$ cat config.mk
export PLATFORM = sky130hd
export DESIGN_NAME = fc_readout_argmax
export DESIGN_NICKNAME = d
export VERILOG_FILES = /design/src/rtl/fc_pkg.sv /design/src/rtl/fc_skid_fifo.sv /design/src/rtl/fc_readout_argmax.sv
export SDC_FILE = /design/constraint.sdc
export NUM_CORES = 1
export LEC_CHECK = 0
export BUFFER_PORTS_ARGS = -buffer_cell sky130_fd_sc_hd__buf_2
export CAP_MARGIN = 20
export CORE_ASPECT_RATIO = 1.25
export CORE_MARGIN = 2
export CORE_UTILIZATION = 58
export CTS_BUF_LIST = sky130_fd_sc_hd__clkbuf_16
export DETAILED_ROUTE_END_ITERATION = 8
export GPL_TIMING_DRIVEN = 1
export PLACE_DENSITY = 0.8
export SETUP_SLACK_MARGIN = 0.02
export SLEW_MARGIN = 10
export SYNTH_ARGS = -nofsm -noshare
export SYNTH_HDL_FRONTEND = slang
export SYNTH_HIERARCHICAL = 1
export SYNTH_SLANG_ARGS = --single-unit
$ cat constraint.sdc
create_clock -name clk -period 4.65 [get_ports clk]
set_input_delay 1.395 -clock clk [delete_from_list [all_inputs] [get_ports clk]]
set_output_delay 1.395 -clock clk [all_outputs]
set_load 0.02 [all_outputs]
$ cat src/rtl/fc_pkg.sv
// Shared FC constants and readout FSM state encoding.
package fc_pkg;

  localparam int unsigned FC_DW      = 16;
  localparam int unsigned FC_RAM_NUM = 4;
  localparam int unsigned FC_N_OUT   = 10;

  localparam logic [1:0] ST_IDLE  = 2'd0;
  localparam logic [1:0] ST_READ  = 2'd1;
  localparam logic [1:0] ST_DRAIN = 2'd2;
  localparam logic [1:0] ST_DONE  = 2'd3;

endpackage

$ cat src/rtl/fc_skid_fifo.sv
// Two-entry first-word-fall-through buffer; entry 0 is always the head.
module fc_skid_fifo #(
  parameter int unsigned Width = 8
) (
  input  logic             clk_i,
  input  logic             rst_ni,
  input  logic             push_i,
  input  logic [Width-1:0] push_data_i,
  input  logic             pop_i,
  output logic             valid_o,
  output logic [Width-1:0] head_o,
  output logic [1:0]       count_o
);

  logic [1:0][Width-1:0] mem_q, mem_d;
  logic [1:0]            cnt_q, cnt_d;

  // Pop shifts entry 1 down; push lands in the first free slot after the pop.
  always_comb begin
    mem_d = mem_q;
    cnt_d = cnt_q;
    if (pop_i && (cnt_q != 2'd0)) begin
      mem_d[0] = mem_q[1];
      cnt_d    = cnt_q - 2'd1;
    end
    if (push_i && (cnt_d != 2'd2)) begin
      mem_d[cnt_d[0]] = push_data_i;
      cnt_d           = cnt_d + 2'd1;
    end
  end

  // State registers with synchronous reset.
  always_ff @(posedge clk_i) begin
    if (!rst_ni) begin
      mem_q <= '0;
      cnt_q <= 2'd0;
    end else begin
      mem_q <= mem_d;
      cnt_q <= cnt_d;
    end
  end

  assign valid_o = (cnt_q != 2'd0);
  assign head_o  = mem_q[0];
  assign count_o = cnt_q;

endmodule

$ cat src/rtl/fc_readout_argmax.sv
// Walks the FC result bank in index order, streams each value (optionally ReLU'd)
// and tracks the signed argmax of the raw values as the class decision.
module fc_readout_argmax
  import fc_pkg::*;
#(
  parameter int unsigned DW      = FC_DW,
  parameter int unsigned RAM_NUM = FC_RAM_NUM,
  parameter int unsigned N_OUT   = FC_N_OUT,
  parameter int unsigned ADDR_W  = 8,
  parameter int unsigned IDX_W   = 8,
  parameter bit          RELU_EN = 1'b1
) (
  input  logic              clk,
  input  logic              rst_n,
  input  logic              start,
  output logic              busy,
  output logic [3:0]        ram_select,
  output logic [ADDR_W-1:0] addr_r,
  output logic              RA_enable,
  input  logic [DW-1:0]     rd_data,
  output logic              out_valid,
  input  logic              out_ready,
  output logic [DW-1:0]     out_data,
  output logic [IDX_W-1:0]  out_idx,
  output logic              out_last,
  output logic              done,
  output logic [IDX_W-1:0]  class_idx,
  output logic [DW-1:0]     class_max
);

  localparam int unsigned        EntW    = DW + IDX_W + 1;
  localparam logic [IDX_W-1:0]   LastIdx = IDX_W'(N_OUT - 1);
  localparam logic [3:0]         LastBnk = 4'(RAM_NUM - 1);

  logic [1:0]        state_q, state_d;
  logic [3:0]        bank_q, bank_d;
  logic [ADDR_W-1:0] row_q, row_d;
  logic [IDX_W-1:0]  k_q, k_d;
  logic              inflight_q;
  logic [IDX_W-1:0]  inflight_idx_q;
  logic [DW-1:0]     max_q, max_d;
  logic [IDX_W-1:0]  max_idx_q, max_idx_d;
  logic [IDX_W-1:0]  class_idx_q;
  logic [DW-1:0]     class_max_q;

  logic              issue;
  logic              pop;
  logic [1:0]        fifo_cnt;
  logic [2:0]        occ;
  logic [DW-1:0]     push_val;
  logic [EntW-1:0]   push_ent, head_ent;

  assign pop = out_valid & out_ready;
  // Slots already claimed once this cycle's pop is taken into account.
  assign occ = 3'(fifo_cnt) + 3'(inflight_q) - 3'(pop);

  // Next-state logic: FSM, bank/row walk and read issue.
  always_comb begin
    state_d = state_q;
    bank_d  = bank_q;
    row_d   = row_q;
    k_d     = k_q;
    issue   = 1'b0;
    case (state_q)
      ST_IDLE: begin
        if (start) begin
          state_d = ST_READ;
          bank_d  = 4'd0;
          row_d   = '0;
          k_d     = '0;
        end
      end
      ST_READ: begin
        if (occ < 3'd2) begin
          issue = 1'b1;
          k_d   = k_q + IDX_W'(1);
          if (bank_q == LastBnk) begin
            bank_d = 4'd0;
            row_d  = row_q + ADDR_W'(1);
          end else begin
            bank_d = bank_q + 4'd1;
          end
          if (k_q == LastIdx) state_d = ST_DRAIN;
        end
      end
      ST_DRAIN: begin
        // Every element is already buffered; finish once the last one is taken.
        if (pop && out_last) state_d = ST_DONE;
      end
      ST_DONE: state_d = ST_IDLE;
      default: state_d = ST_IDLE;
    endcase
  end

  // Running argmax on raw signed data as it enters the buffer; strict > keeps lowest index.
  always_comb begin
    max_d     = max_q;
    max_idx_d = max_idx_q;
    if (inflight_q &&
        ((inflight_idx_q == '0) || ($signed(rd_data) > $signed(max_q)))) begin
      max_d     = rd_data;
      max_idx_d = inflight_idx_q;
    end
  end

  assign push_val = (RELU_EN && rd_data[DW-1]) ? '0 : rd_data;
  assign push_ent = {push_val, inflight_idx_q, (inflight_idx_q == LastIdx)};

  // Sequential state; class result loads on entry to DONE so it is valid alongside done.
  always_ff @(posedge clk) begin
    if (!rst_n) begin
      state_q        <= ST_IDLE;
      bank_q         <= 4'd0;
      row_q          <= '0;
      k_q            <= '0;
      inflight_q     <= 1'b0;
      inflight_idx_q <= '0;
      max_q          <= '0;
      max_idx_q      <= '0;
      class_idx_q    <= '0;
      class_max_q    <= '0;
    end else begin
      state_q    <= state_d;
      bank_q     <= bank_d;
      row_q      <= row_d;
      k_q        <= k_d;
      inflight_q <= issue;
      if (issue) inflight_idx_q <= k_q;
      max_q      <= max_d;
      max_idx_q  <= max_idx_d;
      if (state_d == ST_DONE) begin
        class_idx_q <= max_idx_q;
        class_max_q <= max_q;
      end
    end
  end

  fc_skid_fifo #(
    .Width(EntW)
  ) u_fifo (
    .clk_i      (clk),
    .rst_ni     (rst_n),
    .push_i     (inflight_q),
    .push_data_i(push_ent),
    .pop_i      (pop),
    .valid_o    (out_valid),
    .head_o     (head_ent),
    .count_o    (fifo_cnt)
  );

  assign out_data   = head_ent[EntW-1 -: DW];
  assign out_idx    = head_ent[IDX_W:1];
  assign out_last   = head_ent[0];
  assign busy       = (state_q != ST_IDLE);
  assign done       = (state_q == ST_DONE);
  assign RA_enable  = issue;
  assign ram_select = bank_q;
  assign addr_r     = row_q;
  assign class_idx  = class_idx_q;
  assign class_max  = class_max_q;

endmodule
==> results of run 1 <==
[cells by family after synthesis]
family | count (synthesis)
AOI/OAI and AO/OA | 107
xor gates and xnor gates | 17
adders and majority gates | 23
buffers and inverters | 97
DFF | 131
muxes | 76
other | 1
and+or+nand+nor | 268
[layout make-up]
type                            count  area [µm²]
Multi-Input combinational cell    492        3110
Tap cell                          132         165
Clock inverter                     15         236
Inverter                           28         105
Timing Repair Buffer               93         510
Fill cell                         789        3390
Clock buffer                       17         425
Sequential cell                   131        2620
[layout by cell type, fill, tap and decap left out, drive strengths merged, types with 5 or more instances in the layout]
| cell type | Yosys | layout |
|---|---|---|
| bufinv | 0 | 6 |
| clkinv | 0 | 5 |
| inv | 28 | 29 |
| dfxtp | 131 | 131 |
| nand3 | 11 | 11 |
| nor2b | 16 | 16 |
| o211ai | 25 | 25 |
| buf | 41 | 93 |
| nor2 | 33 | 33 |
| nand4 | 9 | 9 |
| ha | 22 | 22 |
| xor2 | 13 | 13 |
| nand2 | 176 | 176 |
| clkbuf | 28 | 17 |
| a21oi | 43 | 43 |
| mux2i | 50 | 50 |
| mux2 | 26 | 26 |
| o21ai | 28 | 28 |
[flip-flops by register name, summed over array words and instances, names as in the netlist, 4 cells and up]
signal	flops
inflight_idx_q	8
k_q	8
class_max	16
max_idx_q	8
ram_select	4
addr_r	8
class_idx	8
u_fifo/head_o	25
u_fifo/mem_q	25
max_q	16
[metal layers]
layer / wire length (µm) / global-route usage [%]
met5: 0 / 0
met1: 6390 / 31.5
met4: 306 / 11.8
met3: 721 / 5.61
met2: 7340 / 43.2
[power groups by stage]
stage / sequential [W] / clock, W / combinational, W
after floorplan: 0.00120 / 0 / 0.000249
after detailed placement: 0.00120 / 0 / 0.000313
after global routing: 0.00118 / 0.00156 / 0.000348
after global placement: 0.00120 / 0 / 0.000296
final: 0.00118 / 0.00150 / 0.000322
after CTS: 0.00118 / 0.00151 / 0.000320
[metrics by stage]
stage / power, W / cells / hold WS [ns] / setup WS (ns)
2_1_floorplan: 0.00145 / 720 / 0.432 / 0.291
3_3_place_gp: 0.00150 / 875 / 0.442 / 0.378
3_5_place_dp: 0.00152 / 876 / 0.444 / 0.300
4_1_cts: 0.00301 / 908 / 0.452 / 0.230
5_1_grt: 0.00309 / 908 / 0.485 / 0.0680
6_report: 0.00300 / 908 / 0.451 / 0.253
[worst max-delay path, stage by stage]
cell     delay (ns)
buf_2          0.07
nand2_1        0.07
nor2_1         0.19
o21ai_0        0.16
fa_1           0.42
xnor2_1        0.29
nand3_1        0.15
inv_1          0.10
buf_2          0.16
[worst max path at each step]
stage              start        end  slack, ns  depth (start not counted)
6_report       out_ready  RA_enable       0.25                          9
4_1_cts        out_ready  RA_enable       0.23                          9
2_1_floorplan  out_ready  RA_enable       0.29                          8
3_5_place_dp   out_ready  RA_enable       0.30                          9
5_1_grt        out_ready  RA_enable       0.07                          9
3_3_place_gp   out_ready  RA_enable       0.38                          9
==> flow_summary.ini, run 1 <==
[status]
status = finished clean

[logic_synthesis]
synth_edf_count = 0
async_flop_share_pct = 0
yosysTopAreaCellShare_pct = 41.8
syn-cell-area_um2 = 6270
synthTopCellsByArea = dfxtp_1 42%, nand2_1 10%, mux2i_1 8.0%
synth_cells = 720
ys_warn_count = 6
ys.flop_type = dfxtp_1
synth.net_count = 763
synthDistinctLibCells = 50
synth_adder_area_share_pct = 4.71
synth.avg_cell_area_um2 = 8.70
yosysTopAreaCell = dfxtp_1
synth_most_common_cell = nand2_1
yosys.area_share.xor_xnor_pct = 2.50
synth_compound_area_share_pct = 10.3
synth_simple_gate_area_share_pct = 19.3
synth_common_cells = 175 x nand2_1, 131 x dfxtp_1, 50 x mux2i_1
synth_mux_area_share_pct = 12.7
synth_top_family_by_area = simple AND/OR/NAND/NOR gates
synth_seq_cells = 131
ys_seq_area_share_pct = 41.8

[clock_tree]
cts_buffer_depth = 2
clkLatencyLatePin_ns = 0.42
cts_hold_buf = 0
clk_pin_slew_worst_paths_ns = 0.05
cts_setup_buffers = 0
numCtsBuffers = 17
cts-root-buf = clkbuf_16
cts_tree = done
cts.repair.resized = 0
htreeDepth = 4
cts_sinks = 131

[critical_path]
cp-end-kind = output port
path_class = in2out
r2r_cells = 13
required_ns = 3.25
r2r-start = u_fifo/count_o[0]
r2r-end = k_q[7]
cp_max_fo = 3
rrSetupSlack_ns = 1.46
crit_arrival_ns = 3.00
startpoint_type = input port

[route]
first_pass_iters = 5
vias_per_cell = 5.69
wl_um = 14800
drcViolationCount = 0
drt.antenna.violating_nets = 0
vias = 5165
route.detailed.wl_per_inst_um = 16.3
drt_iter0_markers = 309

[global_route]
first_global_vias = 5070
grt_start_max_net_pins = 77
grt_first_pass_wirelength_um = 24300
antenna_found_initial = 0
grt_use_total_pct = 25.7
gr-total-overflow = 0

[power]
leakage_nw = 3.22
internal_power_w = 0.00227
clockPowerShare_pct = 50.0
power.density_nw_per_um2 = 418
netSwitchingPower_w = 0.000733
vdd_ir_drop_max_v = 0.000281
pwr-share-comb_pct = 10.7
p_seq_share_pct = 39.3
p_sw_share_pct = 24.4

[sta]
finalMaxSlewViolations = 0
finalSetupViolCount = 0
finalSetupTns_ns = 0
hold_viol_final = 0
rsz0062_at_grt = no
finalClockSkew_ns = 0.00555
fmax_mhz = 227
post-route-min-period_ns = 4.40
min_period_over_period_pct = 94.6
slew_headroom_pct = 33.8
worst_slew_pin_slew_ns = 0.990

[floorplanning]
io_pins = 85
dieHeight_um = 120
core.rowCount = 42
die-area_um2 = 11700
dieWidth_um = 97.0
core_um2 = 10600
start_util_pct = 59.3

[worst_hold_path]
hp-start = class_max[9]
min_path_type = reg2reg
hold_path_depth = 2
min_to = class_max[9]

[run]
drv_cap = 0

[final_layout]
area_delta_synth_final_pct = 14.5
fin_area_um2 = 7170
nNetsFinal = 806
post-route-util_pct = 67.9
diodes = 0
final_layout_size_suffix_gt1_share_pct = 20.5

[placement]
port-buffer-count = 84
placed_cell_area_um2 = 6510
place_hpwl_um = 9650
place.gp.congestion = 0.862
Power figures use the tool's default switching activity.
==> run 2: changes to the inputs <==
==> constraint.sdc (replaced) <==
create_clock -name clk -period 4.65 [get_ports clk]
set_input_delay 1.395 -clock clk [delete_from_list [all_inputs] [get_ports clk]]
set_output_delay 1.395 -clock clk [all_outputs]
set_load 0.01 [all_outputs]
==> run 2 against run 1 <==
  * Largest cell class unchanged
  * Worst hold slack better by 0.0053 ns
  * Global-route usage down 1.3 points
  * Critical endpoint unchanged
  * Routed wire length down 3.4%
  * Non-clock buffer count unchanged
==> flow_summary.ini, run 2 (synthesis gave the netlist of run 1 again) <==
[status]
status = finished clean

[sta]
finalClockSkew_ns = 0.00648
min_period_over_period_pct = 92.7
post-route-min-period_ns = 4.31
finalSetupTns_ns = 0
hold_viol_final = 0
whs_ns = 0.456
finalMaxSlewViolations = 0
worst_slew_pin_slew_ns = 1.01
slew_headroom_pct = 32.7
fmax_mhz = 232
rsz0062_at_grt = no
finalSetupViolCount = 0

[placement]
place.gp.congestion = 0.863
port-buffer-count = 84
place_hpwl_um = 9510

[floorplanning]
io_pins = 85
dieHeight_um = 120
die-area_um2 = 11700
core_um2 = 10600
core.rowCount = 42
dieWidth_um = 97.0
start_util_pct = 59.3

[worst_hold_path]
min_path_type = reg2reg
hp-start = class_max[11]
min_to = class_max[11]
hold_path_depth = 2

[power]
finalPower_w = 0.00279
vdd_ir_drop_max_v = 0.000274
power.density_nw_per_um2 = 393
leakage_nw = 3.20

[critical_path]
startpoint_type = input port
r2r_cells = 13
r2r-start = u_fifo/count_o[0]
path_class = in2out
r2r-end = addr_r[7]
rrSetupSlack_ns = 1.53
crit_arrival_ns = 2.92
startpoint = out_ready
cp_max_fo = 3
required_ns = 3.25
cp-end-kind = output port

[global_route]
grt_first_pass_wirelength_um = 23300
gr-total-overflow = 0
antenna_found_initial = 0
first_global_vias = 4810
grt_start_max_net_pins = 77
grt_use_total_pct = 24.4

[route]
drcViolationCount = 0
vias = 5067
drt_iter0_markers = 277
drt.antenna.violating_nets = 0
wl_um = 14300
route.detailed.wl_per_inst_um = 15.7
first_pass_iters = 4
vias_per_cell = 5.59

[clock_tree]
cts_buffer_depth = 2
cts_setup_buffers = 0
numCtsBuffers = 17
cts_hold_buf = 0
cts.repair.resized = 0
clkLatencyLatePin_ns = 0.41
clk_pin_slew_worst_paths_ns = 0.05
htreeDepth = 4
cts_tree = done
cts_sinks = 131
cts-root-buf = clkbuf_16

[final_layout]
area_delta_synth_final_pct = 13.1
final_cell_mix = 175 x nand2_1, 131 x dfxtp_1, 83 x buf_2, 50 x mux2i_1, 43 x a21oi_1
nNetsFinal = 806
diodes = 0
final_layout_size_suffix_gt1_share_pct = 20.1
final_common_cell = nand2_1

[run]
drv_cap = 0
==> run 2: cell types whose count changed in the layout (fill, tap and decap cells not counted) <==
cell / before / now
bufinv_16: 6 / 3
clkinv_2: 1 / 3
inv_1: 28 / 30
clkinvlp_4: 3 / 2
inv_6: 1 / 0
==> run 2: critical path, stage by stage <==
cell	delay [ns]
buf_2	0.08
nand2_1	0.07
nor2_1	0.16
o21ai_0	0.14
fa_1	0.40
xnor2_1	0.29
nand3_1	0.15
inv_1	0.10
buf_2	0.13
==> run 2: final cells by class <==
class	count	area, µm²
fill	825	3480
multi-input combinational	492	3110
sequential	131	2620
timing repair buffer	93	510
clock buffer	17	425
tap	132	165
clock inverter	14	148
inverter	28	105
==> run 2: worst max-delay path by stage <==
stage / endpoint / slack (ns) / cells past startpoint
after floorplan: RA_enable / 0.37 / 8
after global placement: RA_enable / 0.41 / 9
after detailed placement: RA_enable / 0.36 / 9
after CTS: RA_enable / 0.35 / 9
after global routing: RA_enable / 0.13 / 9
final: RA_enable / 0.34 / 9
==> run 2: metal layers <==
layer	GRT usage [%]	share of wire, %	vias up
li1	-	-	2474
met1	31.1	45	2411
met2	40.9	49	159
met3	5.61	5.2	23
met4	8.27	1.6	0
met5	0	0	-
==> run 2: metrics by stage <==
stage               cells  setup slack [ns]  util (%)  instance area, µm²
floorplan             720             0.375         -                6270
global placement      875             0.411      61.4                6480
detailed placement    876             0.360      61.7                6510
CTS                   907             0.353      67.1                7090
global route          907             0.133      67.1                7090
finish                907             0.340      67.1                7090
==> run 2: power by group <==
part / switching (W) / internal (W) / leakage [nW]
Combinational: 0.000192 / 0.000116 / 1.85
Clock: 0.000473 / 0.000826 / 0.283
Sequential: 0.0000274 / 0.00115 / 1.06
